### config.mk
export PLATFORM = sky130hd
export DESIGN_NAME = ascon_permutation_ctrl
export DESIGN_NICKNAME = d
export VERILOG_FILES = /design/src/rtl/ascon_permutation_ctrl.sv
export SDC_FILE = /design/constraint.sdc
export NUM_CORES = 1
export LEC_CHECK = 0
export ABC_CLOCK_PERIOD_IN_PS = 1400
export BUFFER_PORTS_ARGS = -buffer_cell sky130_fd_sc_hd__buf_4
export CORE_AREA = 4 4 504 506
export DETAILED_ROUTE_END_ITERATION = 7
export DIE_AREA = 0 0 508 510
export MAX_ROUTING_LAYER = met4
export REMOVE_ABC_BUFFERS = 1
export SLEW_MARGIN = 25
export SYNTH_ARGS = -nofsm -noshare
export SYNTH_HDL_FRONTEND = slang
export SYNTH_SLANG_ARGS = --single-unit
### constraint.sdc
create_clock -name clock -period 1.4 [get_ports clock]
set_input_delay 0.42 -clock clock [delete_from_list [all_inputs] [get_ports clock]]
set_output_delay 0.42 -clock clock [all_outputs]
set_load 0.02 [all_outputs]
### src/rtl/ascon_permutation_ctrl.sv
// Ascon p^n sequencer: holds the 320-bit state and drives an external
// single-round datapath once per clock, with valid/ready request and result channels.
package ascon_pkg;
    typedef logic [4:0][63:0] t_state_array;
endpackage

module ascon_permutation_ctrl
    import ascon_pkg::*;
#(
    parameter int P_MAX_ROUNDS = 12
) (
    input  logic         clock,
    input  logic         reset,
    input  logic         i_start_valid,
    output logic         o_start_ready,
    input  logic [3:0]   i_rounds,
    input  t_state_array i_state,
    output t_state_array o_round_state,
    output logic [7:0]   o_round_const,
    input  t_state_array i_round_state,
    output logic         o_busy,
    output logic         o_done_valid,
    input  logic         i_done_ready,
    output t_state_array o_state
);

    typedef enum logic [1:0] {IDLE, RUN, DONE} fsm_t;

    localparam logic [3:0] MAX_R  = 4'(P_MAX_ROUNDS);
    localparam logic [3:0] LAST_R = 4'(P_MAX_ROUNDS - 1);

    fsm_t         fsm, fsm_nx;
    t_state_array st, st_nx;
    logic [3:0]   rnd, rnd_nx;
    logic [3:0]   n_eff;

    // Requests above the full permutation length saturate to p^12.
    always_comb n_eff = (i_rounds > MAX_R) ? MAX_R : i_rounds;

    always_comb begin
        fsm_nx        = fsm;
        st_nx         = st;
        rnd_nx        = rnd;
        o_start_ready = 1'b0;
        o_busy        = 1'b0;
        o_done_valid  = 1'b0;
        o_round_const = 8'h00;
        case (fsm)
            IDLE: begin
                o_start_ready = 1'b1;
                if (i_start_valid) begin
                    st_nx  = i_state;
                    // p^n uses the last n rounds of p^12, so start mid-schedule.
                    rnd_nx = MAX_R - n_eff;
                    fsm_nx = (n_eff == 4'd0) ? DONE : RUN;
                end
            end
            RUN: begin
                o_busy        = 1'b1;
                o_round_const = {4'hF - rnd, rnd};
                st_nx         = i_round_state;
                if (rnd == LAST_R) fsm_nx = DONE;
                else               rnd_nx = rnd + 4'd1;
            end
            DONE: begin
                o_done_valid = 1'b1;
                if (i_done_ready) fsm_nx = IDLE;
            end
            default: fsm_nx = IDLE;
        endcase
    end

    always_ff @(posedge clock) begin
        if (reset) begin
            fsm <= IDLE;
            st  <= '0;
            rnd <= '0;
        end else begin
            fsm <= fsm_nx;
            st  <= st_nx;
            rnd <= rnd_nx;
        end
    end

    assign o_round_state = st;
    assign o_state       = st;

endmodule

==> results of run 1 <==
-- power by group --
part,switching (W),internal [W]
sequential,0.00246,0.0109
clock,0.00559,0.00697
combinational,0.0134,0.0125
-- state kept, by name, summed over array words and instances (netlist names) --
register,flops
o_round_state,320
rnd,4
fsm,2
-- routing by layer --
metal / GRT usage / vias to the layer above
li1: - / 10700
met1: 0.183 / 12200
met2: 0.237 / 1894
met3: 0.0743 / 456
met4: 0.0632 / 0
met5: - / -
-- what timing repair did --
action | in CTS | in global routing
pin swaps | 5 | 235
hold buffers | 507 | 0
endpoints found under the hold margin | 301 | 0
setup endpoints to repair | 975 | 975
cloned | 10 | 36
resized for setup | 1594 | 450
setup buffers | 36 | 44
-- worst min path at each step --
| stage | end | slack, ps |
|---|---|---|
| global route | o_round_state[305] | 8 |
| floorplan | o_round_state[100] | 490 |
| detailed placement | o_round_state[44] | 510 |
| global placement | o_round_state[44] | 500 |
| finish | o_round_state[126] | 60 |
| CTS | o_round_state[202] | 0.1 |
-- worst max-delay path, cell delays in order (launching register included) --
cell and delay [ps]:
dfxtp_4 350, buf_6 110, nand2b_4 150, inv_16 70, and2_4 170, buf_6 120
-- cell families after synthesis --
family                     synth area share
AOI/OAI and AO/OA                     0.234
DFF                                   0.361
buffers and inverters                 0.193
xor gates and xnor gates           0.000485
and+or+nand+nor                       0.208
muxes                               0.00111
adders and majority gates           0.00138
-- final cells by class --
cell class,count,area [um^2],area share
Clock inverter,22,223,0.00477
Clock buffer,63,1340,0.0286
Antenna cell,78,195,0.00418
Multi-Input combinational cell,1329,9440,0.202
Tap cell,3348,4190,0.0897
Inverter,3,27.5,0.000589
Sequential cell,326,7460,0.160
Timing Repair Buffer,2144,23800,0.510
Timing Repair inverter,1,30.0,0.000643
-- per-stage QoR --
| step | hold WS, ps | total power, W | TNS, ps | instance area [um^2] |
|---|---|---|---|---|
| final | 58.9 | 0.0518 | -281830 | 46700 |
| after global routing | 7.60 | 0.0539 | -347000 | 46700 |
| after CTS | 0.133 | 0.0503 | -325530 | 43600 |
| after detailed placement | 510 | 0.0321 | -85020 | 31900 |
| after global placement | 505 | 0.0321 | -79600 | 31900 |
| after floorplan | 488 | 0.0165 | -4673500 | 14600 |
-- synthesized netlist by cell type, drive strengths merged --
cell type and count:
nand2 642, buf 462, nor2 327, dfxtp 326, a311oi 321, clkbuf 39, o21ai 4, a211oi 3
and2 3, inv 3, a21oi 2, ha 2, mux2i 2, nand2b 2, nor2b 2, nor3b 2
o21ba 2, a21boi 1, a31oi 1, a32oi 1, and3 1, and3b 1, and4b 1, nand3 1
nand4 1, nand4b 1, nor4b 1, o21bai 1, o32ai 1, or3 1, or4 1, xor2 1
==> flow_summary.ini, run 1 <==
[floorplanning]
pin_count = 1299
fp.dieArea_mm2 = 0.259
fp.dieH_um = 510
start_util = 0.0723
rows = 184
die_w_um = 508
core_area_mm2 = 0.250

[yosys]
synth_cells = 2159
synthDistinctLibCells = 37
synth.area.top_cells = dfxtp_1 36%, a311oi_2 17%, buf_4 14%
yosysTopAreaCellShare = 0.361
synth_top_cell_by_area = dfxtp_1
yosysWarnings = 0
synth-seq-area-share = 0.361
netlist_area_mm2 = 0.0181
avgSynthCellArea_um2 = 8.37
ys_ff_latch = 326

[power]
p_leak_nw = 19.5
ir_drop_uv = 850
powerDensity_mw_per_mm2 = 1110

[global_routing]
overflow = 0
track_usage = 0.159
grt_pass1_wl_mm = 260
grt_pass1_vias = 24400
antenna_found_initial = 103
grt_max_degree = 58

[placed_design]
place_congestion = 0.948
portBuffers = 1298
hpwlAfterDp_mm = 179
dp.cells = 6552
place_ws_ps = -926

[sta]
drv_slew = 0
clock.fmax_ghz = 0.484
hold_viol_final = 0
fin_skew_ps = 22.9
max-slew-margin-rel = 0.634
rsz0062_at_grt = yes
period_share = 1.47
worst-slew-pin-transition_ps = 543
fin_crit_ps = 2060
fin_ws_ps = -665
setup_violations = 975

[clock_network]
root_buffer = clkbuf_16
htree_num_levels = 2
cts_tree = built
clock_latency_ps = 680
cts_made_buffers = 47
ctsLongestPathBuffers = 3
clkSinkCount = 326
path_clk_slew_ps = 60

[cells_and_area]
utilization = 0.187
layout_commonest_cell = buf_4
layout_common_cells = 788 x buf_4, 507 x dlygate4sd3_1, 469 x nand2_1
area_delta_synth_final_pct = 158
final_cells = 7314
drive_above_1_share = 0.639
nNetsFinal = 4502
fillers = 27000

[drt]
vias = 25200
routed_via_density = 3.44
wire_per_inst_um = 30.1
wl_mm = 220
met3WireLength_mm = 28.1
met1Wirelength_mm = 85.5
ant_nets = 0
drtIter0Drc = 2172
drt_pass1_iterations = 5
dr.max_layer_used = met4
met2_length_mm = 95.2
drc = 0

[critical_path]
critPathRequiredTime_ps = 980
arrival_ps = 1640
rr_startpoint = fsm[0]
crit_end = o_round_const[1]
crit_type = register to primary output
path_max_fanout = 5
ff2ff_setup_slack_ps = -560
startpoint_type = register
r2r-end = o_round_state[188]
startpoint = fsm[0]
end_kind = primary output
worst_r2r_path_depth = 11

[min_path]
min_path_type = input port to register
min_from = i_state[126]
whs_path_depth = 3

[outcome]
outcome = finished, violations left
violations = negative setup slack

[job]
maxCapViolCount = 0
No activity file was read; power rests on OpenSTA's default activity.
==> inputs of run 2 (changes only) <==
--- a/config.mk
+++ b/config.mk
@@ -7,9 +7,10 @@
 export LEC_CHECK = 0
 export ABC_CLOCK_PERIOD_IN_PS = 1400
 export BUFFER_PORTS_ARGS = -buffer_cell sky130_fd_sc_hd__buf_4
-export CORE_AREA = 4 4 504 506
+export CORE_AREA = 2 2 502 504
 export DETAILED_ROUTE_END_ITERATION = 7
-export DIE_AREA = 0 0 508 510
+export DIE_AREA = 0 0 504 506
+export GPL_TIMING_DRIVEN = 0
 export MAX_ROUTING_LAYER = met4
 export REMOVE_ABC_BUFFERS = 1
 export SLEW_MARGIN = 25
==> run 2 against run 1 <==
The run still ends with negative setup slack left. Global-route usage up 2.7 points. Combinational power about the same. Maximum frequency shrank 11%. Core utilization shrank 0.37 points. Clock skew rose by 5.6 ps. First-iteration DRC count fell by 3.0%. Non-clock buffer count rose by 105. Critical path type unchanged. Critical endpoint is now o_round_const[0]. Largest power group unchanged. Highest routed layer unchanged.
==> flow_summary.ini, run 2 (same netlist as run 1, synthesis figures left out) <==
[power]
p_leak_nw = 19.3
p_int_w = 0.0317
ir_drop_uv = 956
swShare = 0.428
finalPower_w = 0.0554
sequentialPowerShare = 0.245
power.net_switching_w = 0.0237
clockPowerShare = 0.282
power.share.combinational = 0.473
powerDensity_mw_per_mm2 = 1210

[floorplanning]
core_area_mm2 = 0.250
fp.dieH_um = 506
fp.dieArea_mm2 = 0.255
pin_count = 1299
rows = 184
die_w_um = 504
start_util = 0.0723

[critical_path]
startpoint_type = register
path_max_fanout = 3
critPathRequiredTime_ps = 980
startpoint = fsm[1]
r2r-end = o_round_state[302]
end_kind = primary output
crit_type = register to primary output
ff2ff_setup_slack_ps = -790
worst_r2r_path_depth = 13
arrival_ps = 1890
rr_startpoint = fsm[1]

[drt]
drtIter0Drc = 2107
vias = 26200
wl_mm = 249
routed_via_density = 3.51
drt_pass1_iterations = 6
wire_per_inst_um = 33.4
ant_nets = 0
drc = 0

[placed_design]
place_ws_ps = -1750
hpwlAfterDp_mm = 176
portBuffers = 1298
place_congestion = 0.960

[clock_network]
root_buffer = clkbuf_16
ctsLongestPathBuffers = 3
clock_latency_ps = 700
cts_tree = built
clkSinkCount = 326
cts_made_buffers = 54
htree_num_levels = 2
path_clk_slew_ps = 60

[sta]
clock.fmax_ghz = 0.433
max-slew-margin-rel = 0.576
fin_crit_ps = 2310
fin_skew_ps = 28.5
fin_ws_ps = -911
period_share = 1.65
hold_viol_final = 0
drv_slew = 0
rsz0062_at_grt = yes
worst-slew-pin-transition_ps = 635
setup_violations = 977

[cells_and_area]
nNetsFinal = 4613
layout_commonest_cell = buf_4
layout_common_cells = 1108 x buf_4, 631 x dlygate4sd3_1, 581 x nand2_1
largest_reg_flops = 320
area_delta_synth_final_pct = 153
drive_above_1_share = 0.549

[global_routing]
grt_pass1_wl_mm = 296
use_met2 = 0.277
track_usage = 0.186
grt.busiest_layer = met2
grt_pass1_vias = 25900
grt_max_degree = 78
overflow = 0
grtUsageMet1 = 0.199
use_met3 = 0.103
antenna_found_initial = 121

[min_path]
min_from = i_state[278]
min_path_type = input port to register
whs_endpoint = o_round_state[278]
whs_path_depth = 3

[job]
maxCapViolCount = 0

[outcome]
violations = negative setup slack
outcome = finished, violations left
run 2: area by class of cell:
class                   instances  area, um^2
fillers                     27300      204000
repair buffers               2249       23800
multi-input cells            1329        8640
flip-flops and latches        326        7040
well taps                    3348        4190
clock buffers                  63        1480
clock inverters                35         429
diodes                         95         238
inverters                       3        27.5
run 2: repair_timing:
item | in CTS | in global routing
pin swaps | 92 | 115
buffers inserted | 111 | 75
endpoints found under the hold margin | 321 | 0
gates cloned | 105 | 18
resized for setup | 417 | 588
hold buffers | 631 | 0
setup endpoints to repair | 977 | 977
run 2: power by group through the flow:
stage,Sequential (W),Clock (W),Combinational (W)
2_1_floorplan,0.0128,0,0.00363
3_3_place_gp,0.0116,0,0.00978
3_5_place_dp,0.0135,0,0.0169
4_1_cts,0.0134,0.0162,0.0246
5_1_grt,0.0138,0.0164,0.0273
6_report,0.0136,0.0156,0.0262
run 2: routing by layer:
metal | routed length (um) | part of all wire
met4 | 16200 | 0.065
met1 | 91800 | 0.37
met3 | 34600 | 0.14
met5 | 0 | 0
met2 | 106000 | 0.43
run 2: worst max-delay path: stages (launching register included):
cell and delay, ps:
dfxtp_4 350, nand2b_4 160, buf_16 160, inv_16 80, buf_16 130, and2_4 150
buf_6 110
run 2: worst max-delay path by stage:
stage | depth (start not counted) | slack [ps] | to
2_1_floorplan | 3 | -14590 | fsm[1]
3_3_place_gp | 4 | -30320 | o_round_state[155]
3_5_place_dp | 9 | -1750 | o_round_state[280]
4_1_cts | 6 | -990 | o_round_const[0]
5_1_grt | 6 | -950 | o_round_const[0]
6_report | 6 | -910 | o_round_const[0]
run 2: per-stage QoR:
stage | setup TNS, ps | hold slack [ps] | instances | utilization | area (um^2)
6_report | -388000 | 41.3 | 7448 | 0.183 | 45800
2_1_floorplan | -4673500 | 488 | 1658 | - | 14600
4_1_cts | -488210 | 0.00533 | 7281 | 0.172 | 43100
3_5_place_dp | -390380 | 508 | 6336 | 0.117 | 29300
5_1_grt | -436810 | 20.0 | 7441 | 0.183 | 45800
3_3_place_gp | -9849550 | 505 | 6304 | 0.114 | 28500
==> inputs of run 3 (changes only) <==
--- a/config.mk
+++ b/config.mk
@@ -7,11 +7,15 @@
 export LEC_CHECK = 0
 export ABC_CLOCK_PERIOD_IN_PS = 1400
 export BUFFER_PORTS_ARGS = -buffer_cell sky130_fd_sc_hd__buf_4
-export CORE_AREA = 2 2 502 504
+export CELL_PAD_IN_SITES_DETAIL_PLACEMENT = 0
+export CELL_PAD_IN_SITES_GLOBAL_PLACEMENT = 1
+export CORE_AREA = 2 2 504 506
+export CTS_BUF_LIST = sky130_fd_sc_hd__clkbuf_16
 export DETAILED_ROUTE_END_ITERATION = 7
-export DIE_AREA = 0 0 504 506
+export DIE_AREA = 0 0 506 508
 export GPL_TIMING_DRIVEN = 0
 export MAX_ROUTING_LAYER = met4
+export PLACE_DENSITY_LB_ADDON = 0.1
 export REMOVE_ABC_BUFFERS = 1
 export SLEW_MARGIN = 25
 export SYNTH_ARGS = -nofsm -noshare
==> run 3 against run 2 <==
Die area grew 0.79%. Cell count shrank 1.8%. Setup slack lost 80 ps. Routed wire length shrank 26%. Power shrank 13%. Sequential power shrank 9.6%. Combinational power shrank 13%. Critical path type unchanged. Clock power shrank 15%. The flow still finishes with violations (negative setup slack). Global-route usage shrank 4.8 points.
==> flow_summary.ini, run 3 (same netlist as run 1, synthesis figures left out) <==
[power]
p_leak_nw = 18.2
ir_drop_uv = 950
p_int_w = 0.0284
swShare = 0.414
power.share.combinational = 0.470
sequentialPowerShare = 0.255
clockPowerShare = 0.275
power.net_switching_w = 0.0200
powerDensity_mw_per_mm2 = 1140

[floorplanning]
start_util = 0.0716
core_area_mm2 = 0.252
die_w_um = 506
pin_count = 1299
rows = 185
fp.dieArea_mm2 = 0.257
fp.dieH_um = 508

[sta]
whs_ps = 63.9
fin_ws_ps = -991
worst-slew-pin-transition_ps = 659
timing.setup.tns_ps = -409820
clock.fmax_ghz = 0.418
period_share = 1.71
hold_viol_final = 0
fin_skew_ps = 24.7
max-slew-margin-rel = 0.561
setup_violations = 977
drv_slew = 0
fin_crit_ps = 2390
rsz0062_at_grt = yes

[cells_and_area]
largest_reg_flops = 320
area_delta_synth_final_pct = 136
utilization = 0.169
drive_above_1_share = 0.519
nNetsFinal = 4545
layout_common_cells = 1336 x buf_4, 638 x nand2_1, 617 x dlygate4sd3_1
fillers = 28700
final_cell_area_mm2 = 0.0426
layout_commonest_cell = buf_4

[min_path]
min_path_type = input port to register
min_from = i_round_state[245]

[drt]
drtIter0Drc = 841
wl_mm = 185
routed_via_density = 3.13
vias = 22900
drc = 0
drt_pass1_iterations = 5
wire_per_inst_um = 25.3
ant_nets = 0

[critical_path]
critPathRequiredTime_ps = 980
rr_startpoint = fsm[1]
startpoint = fsm[1]
end_kind = primary output
crit_type = register to primary output
startpoint_type = register
arrival_ps = 1970
path_max_fanout = 5

[global_routing]
grt_pass1_wl_mm = 235
grt_pass1_vias = 24400
track_usage = 0.138
grt_max_degree = 64
antenna_found_initial = 23
overflow = 0

[placed_design]
hpwlAfterDp_mm = 126
portBuffers = 1298
postPlaceCellArea_mm2 = 0.0294
place_congestion = 0.804

[clock_network]
path_clk_slew_ps = 60
ctsLongestPathBuffers = 3
cts_made_buffers = 56
cts_tree = built
htree_num_levels = 2
clock_latency_ps = 680
root_buffer = clkbuf_16
clkSinkCount = 326

[job]
maxCapViolCount = 0

[outcome]
violations = negative setup slack
outcome = finished, violations left
run 3: cell types whose count changed in the layout (fill, tap and decap cells not counted), sizes merged, moves of 7 or more:
cell         before   now
dlygate4sd3     631   617
inv              14    26
buf            1587  1525
bufinv            7     0
diode            95    18
clkinvlp          7     0
run 3: layout make-up:
| type | instances | area [um^2] | share of cell area |
|---|---|---|---|
| clock inverter | 36 | 151 | 0.00355 |
| sequential | 326 | 6540 | 0.153 |
| tap | 3366 | 4210 | 0.0989 |
| inverter | 3 | 27.5 | 0.000646 |
| antenna | 18 | 45.0 | 0.00106 |
| clock buffer | 57 | 1430 | 0.0335 |
| timing repair buffer | 2175 | 21200 | 0.497 |
| timing repair inverter | 3 | 33.8 | 0.000793 |
| multi-input combinational | 1330 | 9010 | 0.211 |
run 3: what timing repair did:
action	4_1_cts	5_1_grt
setup endpoints to repair	977	977
setup buffers	91	55
hold buffers	617	0
endpoints found under the hold margin	321	0
gates resized for setup	310	181
pin swaps	76	105
cloned	77	22
run 3: metal layers:
metal	up-vias	GRT usage	wire, um
met4	0	0.0200	2280
met5	-	-	0
met1	11200	0.165	79900
li1	10700	-	-
met2	903	0.229	88800
met3	103	0.0439	14100
run 3: critical path, cell delays in order (launching register included):
cell	delay (ps)
dfxtp_4	340
nand2b_4	160
buf_16	140
buf_16	140
inv_16	50
buf_16	130
and2_4	160
buf_6	120
run 3: through the flow:
stage / setup WS (ps) / power, W / std cells
2_1_floorplan: -14590 / 0.0165 / 1658
3_3_place_gp: -36960 / 0.0201 / 6322
3_5_place_dp: -2410 / 0.0287 / 6356
4_1_cts: -1120 / 0.0489 / 7233
5_1_grt: -1100 / 0.0512 / 7312
6_report: -991 / 0.0484 / 7314
run 3: final timing paths:
kind | slack [ps] | cells past startpoint | end
max | -990 | 7 | o_round_const[1]
min | 60 | 3 | o_round_state[245]
max reg2reg | -940 | 14 | o_round_state[218]
min reg2reg | 520 | 2 | o_round_state[14]
run 3: power by group through the flow:
stage,combinational (W),clock (W),sequential [W]
finish,0.0228,0.0133,0.0123
global route,0.0242,0.0144,0.0125
CTS,0.0223,0.0142,0.0124
detailed placement,0.0162,0,0.0125
global placement,0.00913,0,0.0110
floorplan,0.00363,0,0.0128
